$ cat config.mk
export PLATFORM = sky130hd
export DESIGN_NAME = banked_sram_read_ctrl
export DESIGN_NICKNAME = d
export VERILOG_FILES = /design/src/rtl/banked_sram_read_ctrl.sv
export SDC_FILE = /design/constraint.sdc
export NUM_CORES = 1
export LEC_CHECK = 0
export ABC_CLOCK_PERIOD_IN_PS = 1800
export BUFFER_PORTS_ARGS = -buffer_cell sky130_fd_sc_hd__buf_2
export CELL_PAD_IN_SITES_DETAIL_PLACEMENT = 1
export CELL_PAD_IN_SITES_GLOBAL_PLACEMENT = 1
export CORE_AREA = 8 8 99 101
export DETAILED_ROUTE_END_ITERATION = 7
export DIE_AREA = 0 0 107 109
export PLACE_DENSITY = 0.74
export SLEW_MARGIN = 10
export SYNTH_ARGS = -nofsm -noshare
export SYNTH_HDL_FRONTEND = slang
export SYNTH_SLANG_ARGS = --single-unit
$ cat constraint.sdc
create_clock -name clk -period 1.8 [get_ports clk]
set_input_delay 0.18 -clock clk [delete_from_list [all_inputs] [get_ports clk]]
set_output_delay 0.18 -clock clk [all_outputs]
set_load 0.005 [all_outputs]
$ cat src/rtl/banked_sram_read_ctrl.sv
// Read controller for a banked asynchronous SRAM: accepts word addresses, holds one bank's
// CE/OE low for ACCESS_CYCLES cycles, then returns the sampled word over a valid/ready port.
module banked_sram_read_ctrl #(
  parameter int ADDR_WIDTH    = 12,
  parameter int DATA_WIDTH    = 32,
  parameter int NUM_BANKS     = 4,
  parameter int ACCESS_CYCLES = 6
) (
  input  logic                                        clk,
  input  logic                                        rst,
  input  logic                                        addr_valid_i,
  output logic                                        addr_ready_o,
  input  logic [ADDR_WIDTH-1:0]                       addr_i,
  output logic                                        data_valid_o,
  input  logic                                        data_ready_i,
  output logic [DATA_WIDTH-1:0]                       data_o,
  output logic [NUM_BANKS-1:0]                        sram_ce_n,
  output logic [NUM_BANKS-1:0]                        sram_oe_n,
  output logic [ADDR_WIDTH-$clog2(NUM_BANKS)-1:0]     sram_addr,
  input  logic [DATA_WIDTH-1:0]                       sram_data
);

  localparam int BANK_BITS = $clog2(NUM_BANKS);
  localparam int ROW_WIDTH = ADDR_WIDTH - BANK_BITS;
  localparam int CNT_WIDTH = $clog2(ACCESS_CYCLES) + 1;
  localparam logic [CNT_WIDTH-1:0] LAST_CNT = CNT_WIDTH'(ACCESS_CYCLES - 1);

  typedef enum logic [1:0] {
    S_IDLE   = 2'd0,
    S_ACCESS = 2'd1,
    S_DATA   = 2'd2
  } state_t;

  state_t                 r_state;
  state_t                 w_state_next;
  logic [CNT_WIDTH-1:0]   r_cnt;
  logic [ROW_WIDTH-1:0]   r_row;
  logic [NUM_BANKS-1:0]   r_en_n;
  logic [DATA_WIDTH-1:0]  r_data;
  logic                   r_valid;
  logic                   w_addr_ready;
  logic                   w_accept;
  logic                   w_access_done;
  logic [BANK_BITS-1:0]   w_bank_sel;

  function automatic logic [NUM_BANKS-1:0] bank_onehot(input logic [BANK_BITS-1:0] bank);
    logic [NUM_BANKS-1:0] oh;
    oh       = '0;
    oh[bank] = 1'b1;
    return oh;
  endfunction

  assign w_bank_sel = addr_i[ADDR_WIDTH-1 -: BANK_BITS];

  // Handshake qualifiers and next-state decode
  always_comb begin
    w_addr_ready  = (r_state == S_IDLE) || ((r_state == S_DATA) && data_ready_i);
    w_accept      = addr_valid_i && w_addr_ready;
    w_access_done = (r_state == S_ACCESS) && (r_cnt == LAST_CNT);
    w_state_next  = r_state;
    case (r_state)
      S_IDLE: begin
        if (w_accept) begin
          w_state_next = S_ACCESS;
        end else begin
          w_state_next = S_IDLE;
        end
      end
      S_ACCESS: begin
        if (w_access_done) begin
          w_state_next = S_DATA;
        end else begin
          w_state_next = S_ACCESS;
        end
      end
      S_DATA: begin
        if (data_ready_i) begin
          if (addr_valid_i) begin
            w_state_next = S_ACCESS;
          end else begin
            w_state_next = S_IDLE;
          end
        end else begin
          w_state_next = S_DATA;
        end
      end
      default: begin
        w_state_next = S_IDLE;
      end
    endcase
  end

  // State register
  always_ff @(posedge clk) begin
    if (rst) begin
      r_state <= S_IDLE;
    end else begin
      r_state <= w_state_next;
    end
  end

  // Latched request, access counter, registered strobes and returned word
  always_ff @(posedge clk) begin
    if (rst) begin
      r_cnt   <= '0;
      r_row   <= '0;
      r_en_n  <= '1;
      r_data  <= '0;
      r_valid <= 1'b0;
    end else begin
      // Strobes are registered from the accept so the SRAM pins never follow addr_i glitches.
      if (w_accept) begin
        r_cnt  <= '0;
        r_row  <= addr_i[ROW_WIDTH-1:0];
        r_en_n <= ~bank_onehot(w_bank_sel);
      end else if (r_state == S_ACCESS) begin
        r_cnt <= r_cnt + CNT_WIDTH'(1);
        if (w_access_done) begin
          r_en_n <= '1;
        end else begin
          r_en_n <= r_en_n;
        end
      end else begin
        r_cnt  <= r_cnt;
        r_en_n <= r_en_n;
      end

      if (w_access_done) begin
        r_data  <= sram_data;
        r_valid <= 1'b1;
      end else if ((r_state == S_DATA) && data_ready_i) begin
        r_valid <= 1'b0;
      end else begin
        r_valid <= r_valid;
      end
    end
  end

  assign addr_ready_o = w_addr_ready;
  assign data_valid_o = r_valid;
  assign data_o       = r_data;
  assign sram_ce_n    = r_en_n;
  assign sram_oe_n    = r_en_n;
  assign sram_addr    = r_row;

endmodule

==> Word level (Yosys, flattened, before mapping) <==
Index checks and enable logic that the tools add are counted.
{ "totals": {"regBits": 53, "output_inout_bits": 52} }
{ "op_classes": {"n_addsub": 1, "magnitude_cmp": 2, "eq_ne": 3, "n_mux": 12, "bitwise_logic": 1, "n_reduce_logical": 11} }
{ "op_table": {"columns": ["cell", "count"], "rows": [
  ["4-bit two-way mux", 3],
  ["2-bit one-hot mux with 3 select lines", 1],
  ["2-bit nonzero test", 3],
  ["1-bit two-way mux", 5],
  ["4-bit by 1-bit adder with 4-bit output (second input constant)", 1],
  ["4-bit by 3-bit equality test with 1-bit output (second input constant)", 1],
  ["1-bit logical AND", 4],
  ["2-bit two-way mux", 2],
  ["4-bit inverter", 1],
  ["2-bit by 3-bit less-than comparator with 1-bit output (second input constant)", 1],
  ["1-bit demux with 2-bit select", 1],
  ["2-bit by 1-bit equality test with 1-bit output (second input constant)", 1],
  ["2-bit equality test (second input constant)", 1],
  ["2-bit by 1-bit greater-or-equal comparator with 1-bit output (second input constant)", 1],
  ["2-bit logical NOT", 1],
  ["2-bit AND reduction", 1],
  ["2-bit OR reduction", 1],
  ["1-bit logical OR", 1]
]} }

==> Logic depth before layout (Yosys ltp) <==
Gate-level depths: netlist of run 1.
{ "logic_depth": {"word_depth": 6, "ltp_mapped": 7, "ltp_nobuf": 5} }

==> Worst setup path before layout of run 1 <==
OpenSTA, ideal clock, no wires.
{ "synth_timing": {"path_kind": "flip-flop to flip-flop", "startpoint": "register r_cnt[0]", "endpoint": "register r_en_n[0], in the netlist sram_ce_n[0]", "setup_time_ns": 0.075, "t_arrival_ns": 1.286, "required_time_ns": 1.725, "slack_ns": 0.439, "stages_incl_launch_ff": 7, "synth_period_minus_slack_ns": 1.361, "path_cell_list": "dfxtp_1 -> ha_1 -> nand3b_4 -> or2_1 -> buf_6 -> buf_6 -> a22oi_2"} }
{ "synth_via": {"elab_chain_len": 4} }
{ "synth_lines": {"columns": ["element", "line", "source"], "rows": [
  ["start, declared", "36", "logic [CNT_WIDTH-1:0] r_cnt;"],
  ["start signal, assigned", "117", "r_cnt <= r_cnt + CNT_WIDTH'(1);"],
  ["start signal, assigned", "124", "r_cnt <= r_cnt;"],
  ["4-bit by 3-bit equality test with 1-bit output", "59", "w_access_done = (r_state == S_ACCESS) && (r_cnt == LAST_CNT);"],
  ["1-bit logical AND", "59", null],
  ["2-bit nonzero test (no line)", null, null],
  ["2-bit AND reduction (no line)", null, null],
  ["end signal, assigned", "115", "r_en_n <= ~bank_onehot(w_bank_sel);"],
  ["end signal, assigned", "121", "r_en_n <= r_en_n;"],
  ["end signal, assigned", "125", "r_en_n <= r_en_n;"],
  ["end, declared", "38", "logic [NUM_BANKS-1:0] r_en_n;"]
]} }
Every way passes these cells.
A chain may end at the register's enable or synchronous reset.

==> Worst setup path after layout of run 1 <==
{ "layout_timing": {"startpoint": "register r_cnt[0]", "endpoint": "register r_data[15], in the netlist data_o[15]"} }
{ "layout_via": {"elab_chain_len": 2} }
{ "layout_lines": {"columns": ["element", "line", "source"], "rows": [
  ["4-bit by 3-bit equality test with 1-bit output", "59", null],
  ["1-bit logical AND", "59", null],
  ["end signal, assigned", "129", "r_data <= sram_data;"],
  ["end, declared", "39", "logic [DATA_WIDTH-1:0] r_data;"]
]} }
Every way passes these cells.

==> metrics.txt, run 1 <==
via count=2269; Setup crit start kind=register; Leak=1.34 nW; initial antenna violation count=0; slew margin rel.=59.9%; minimum clock period=1560 ps; Rows=34; Worst-path clk slew=100 ps; final critical-path share of the clock period=86.7%; Max clock buf depth=2; Final Hold Fails=0; input/output buffers=99; DR WL/cell=14.6 microns; hold path start=addr_i[4]; largest area contributor in the synthesized netlist=dfxtp_1; TritonCTS Buffers=5; Inst Count DP=476; CTS tree=yes; synthesized netlist cell count=288; latest clock arrival within the worst-skew pair=310 ps; top-count cell post-synth=o21ai_0; Setup TNS Final=0 ps; maximum number of pins on one net before global-route repair=34; Ant. Diodes=0; ys async rst share=0%; area grow syn2layout=27.8%; unrepaired setup endpoints after global routing=false; max-slew violation count=0; worst reg2reg setup slack=240 ps; setup violators final=0; CP max stage cell=dfxtp_1; CP Class=register to register; final net count=425; DRC viols=0; syn_nets=338; Yosys reg bits=53; post-synthesis area per instance=8.36 sq um; Max Fclk=641 MHz; worst slew pin tran=601 ps; CP required=2020 ps; Crit path buffers/inverters=1; Synth area leaders=dfxtp_1, o21ai_0, nand2b_1, nor2b_1, o21ai_1; R2R cell count=5; Final ANT Viol Nets=0; Critical path origin=r_cnt[0]; crit path capture type=register; GRT overflow=0; Finished Cell Area=3080 sq um; Initial Util=28.7%; layout cell share with drive strength beyond 1=31.6%; hold bufs inserted after CTS=0; worst reg2reg endpoint=data_o[15]; Via density=4.69; cts repair resizes=0; # IOs=100; Min-Delay Endpoint=sram_addr[4]; WL final=7090 microns; Die Span X=107 microns; pwr dens=688 nW/um^2; DR pass1 iterations=4; Finished Layout Cells=484; register area share after synthesis=44.1%; die area=11700 sq um; area post-placement=3000 sq um; DR iter-0 viols=31; Synth top area share=44.1%; crit-path leading delay family=simple AND/OR/NAND/NOR gates; vias in the first global route=2507; Clock Skew=14.8 ps; H-tree depth=2; worst min path class=input pin to register; peak supply drop=0.000251 V; CP peak stage delay=420 ps; worst endpoint data arrival time=1780 ps; Die Ht=109 microns; Max-Cap Viols=0; CP cell instances=ha_1 > nand3b_4 > or2_1 > buf_12 > o21ai_0; Cell Area, Synth=2410 sq um; Final Util=36.7%; worst flop-to-flop path startpoint=r_cnt[0]; post-DP HPWL=5270 microns; Final WS setup=239 ps; CP Max Fanout=32; Final GP Congestion=0.691; main flop type after synthesis=dfxtp_1; Synth cell types=31; core area=8380 sq um; Post-Place Setup Slack=279 ps; GRT Util Overall=12.4%; post-CTS setup buffers=0; first-pass GRT wire length=11900 microns; status=completed; yosys warns=0; clock sink count=53; EDFF count, synth=0; WHS Path Cells=3; root buffer cell=clkbuf_8; Post-synth top cells=o21ai_0, dfxtp_1, nand2b_1
layout by cell type (no fill, tap or decap), types with 5 or more instances in the layout:
cell type	synthesis	final
buf_2	5	99
o21ai_0	60	60
dfxtp_1	53	53
nand2b_1	37	37
nor2b_1	34	34
o21ai_1	15	15
a21oi_1	12	12
nand3_1	11	11
buf_4	5	7
nor2_1	6	6
clkbuf_8	0	5
cells by family after synthesis:
kind of cell	share of synthesized area, %
AOI/OAI and AO/OA	21.1
xor gates and xnor gates	0.727
adders and majority gates	1.04
buffers and inverters	6.96
DFF	44.1
and+or+nand+nor	26.1
through the flow:
stage	hold slack, ps	power (mW)
2_1_floorplan	325	1.37
3_3_place_gp	434	1.48
3_5_place_dp	442	1.49
4_1_cts	111	2.16
5_1_grt	107	2.24
6_report	116	2.12
routing by layer:
layer	share of wire, %	track usage [%]
met1	44	14.3
met2	46	20.8
met4	1.1	3.12
met3	8.9	5.08
met5	0	0
where the power goes:
group	internal [mW]	switching, mW	total, mW	leakage, nW
clock network	0.276	0.386	0.662	0.0385
logic	0.117	0.127	0.244	0.876
registers	1.19	0.0177	1.21	0.429
total	1.59	0.530	2.12	1.34
layout make-up:
type,count,area (sq um)
flip-flops and latches,53,1060
well taps,108,135
repair buffers,109,608
inverters,3,11.3
clock buffers,7,76.3
fillers,1049,5300
clock inverters,1,7.51
multi-input cells,203,1180
flip-flops by register name (all words and copies together), names as in the netlist:
name and count:
data_o 32, r_cnt 4, sram_addr 10, sram_ce_n 4, r_state 2, data_valid_o 1
worst max path at each step:
| stage | cells past startpoint | slack [ps] | endpoint |
|---|---|---|---|
| 4_1_cts | 5 | 240 | data_o[15] |
| 2_1_floorplan | 6 | 440 | sram_ce_n[0] |
| 5_1_grt | 5 | 100 | data_o[13] |
| 6_report | 5 | 240 | data_o[15] |
| 3_3_place_gp | 6 | 350 | r_state[0] |
| 3_5_place_dp | 5 | 280 | data_o[15] |
worst register-to-register path, delay by kind of cell (launching register included):
| kind | cells | cell delay, ps |
|---|---|---|
| compound gates | 1 | 190 |
| fa+ha+maj | 1 | 230 |
| buf+inv | 1 | 220 |
| flops | 1 | 420 |
| simple gates | 2 | 420 |
Note: power is estimated with default switching activity, not from simulation.
==> inputs of run 2 (changes only) <==
--- a/config.mk
+++ b/config.mk
@@ -13,6 +13,7 @@
 export DETAILED_ROUTE_END_ITERATION = 7
 export DIE_AREA = 0 0 107 109
 export PLACE_DENSITY = 0.74
+export REMOVE_ABC_BUFFERS = 1
 export SLEW_MARGIN = 10
 export SYNTH_ARGS = -nofsm -noshare
 export SYNTH_HDL_FRONTEND = slang
==> run 2 against run 1 <==
Compared with the run above: utilization fell by 0.075 points; global-route usage fell by 0.35 points; first-iteration DRC count rose by 130%; clock skew fell by 7.8 ps; critical path depth did not move; flip-flop and latch count did not move; hold slack got worse by 5.6 ps; clock power rose by 2%; critical endpoint is now data_o[13]; largest power group unchanged; highest routed layer unchanged.
==> metrics.txt, run 2 (synthesis gave the netlist of run 1 again) <==
input/output buffers=99; Crit path buffers/inverters=1; vias in the first global route=2355; slew margin rel.=66.8%; Die Ht=109 microns; area grow syn2layout=27.6%; GRT overflow=0; cts repair resizes=0; CP cell instances=ha_1 > nand3b_4 > or2_1 > buf_4 > o21ai_0; DR WL/cell=14.8 microns; CP Class=register to register; Setup crit start kind=register; CTS tree=yes; Worst-path clk slew=100 ps; Rows=34; GRT Util Overall=12.0%; Initial Util=28.7%; DR iter-0 viols=70; via count=2268; Reg area=1060 sq um; Final GP Congestion=0.735; Via density=4.69; R2R cell count=5; DRC viols=0; DR pass1 iterations=4; die area=11700 sq um; Max Fclk=623 MHz; layout filler cell count=1024; maximum number of pins on one net before global-route repair=34; unrepaired setup endpoints after global routing=false; Max-Cap Viols=0; Setup TNS Final=0 ps; Die Span X=107 microns; # IOs=100; Max clock buf depth=2; post-CTS setup buffers=0; Finished Cell Area=3070 sq um; max-slew violation count=0; CP Max Fanout=24; setup violators final=0; TritonCTS Buffers=5; WL final=7160 microns; Leak=1.34 nW; post-DP HPWL=5150 microns; minimum clock period=1600 ps; worst endpoint data arrival time=1840 ps; CP peak stage delay=410 ps; most frequent cells in the layout=buf_2, o21ai_0, dfxtp_1; Clock Skew=7.03 ps; peak supply drop=0.000291 V; most common cell after layout, fill and taps aside=buf_2; area post-placement=2980 sq um; crit path capture type=register; initial antenna violation count=0; worst min path class=input pin to register; Ant. Diodes=0; root buffer cell=clkbuf_8; latest clock arrival within the worst-skew pair=310 ps; WHS Path Cells=3; CP max stage cell=dfxtp_1; core area=8380 sq um; first-pass GRT wire length=11500 microns; area of the multi-input gates=1190 sq um; layout cell share with drive strength beyond 1=32.2%; crit-path leading delay family=simple AND/OR/NAND/NOR gates; clock sink count=53; worst slew pin tran=498 ps; H-tree depth=2; final critical-path share of the clock period=89.1%; Final Util=36.7%; Final Hold Fails=0; worst reg2reg setup slack=200 ps; final net count=425; max reg flops=32; pwr dens=690 nW/um^2; status=completed; Final ANT Viol Nets=0; WP depth=5; CP required=2030 ps; hold bufs inserted after CTS=0
-- run 2: metrics by stage --
stage | cells | power (mW) | hold WS [ps] | setup slack (ps)
detailed placement | 475 | 1.48 | 438 | 154
finish | 484 | 2.12 | 110 | 196
global placement | 475 | 1.47 | 432 | 271
floorplan | 259 | 1.33 | 249 | 56.9
CTS | 483 | 2.16 | 102 | 119
global route | 484 | 2.24 | 101 | 34.4
-- run 2: path summary, 6_finish.rpt --
check / to / startpoint
max: data_o[13] / r_cnt[0]
max reg2reg: data_o[13] / r_cnt[0]
min: data_o[10] / sram_data[10]
min reg2reg: sram_addr[5] / sram_addr[5]
-- run 2: layout make-up --
cell class,count,area share [%]
clock buffer,5,2.24
clock inverter,3,0.570
inverter,3,0.366
multi-input combinational,204,38.8
sequential,53,34.5
tap,108,4.40
timing repair buffer,108,19.1
-- run 2: routing by layer --
layer,up-vias,wire [microns],track usage (%)
met2,54,3500,21.0
met1,1062,3160,13.9
met5,-,0,0
li1,1144,-,-
met4,0,108,3.82
met3,8,398,3.43
-- run 2: tightest hold or removal path: cells and delay by family --
kind                   cells  cell delay, ps
buffers and inverters      1              90
and+or+nand+nor            1              60
AOI/OAI and AO/OA          1              50
-- run 2: report_power, final --
part           internal (mW)  switching [mW]  total [mW]
Clock                  0.270           0.402       0.672
Sequential              1.19          0.0177        1.21
Combinational          0.113           0.124       0.237
Total                   1.58           0.543        2.12
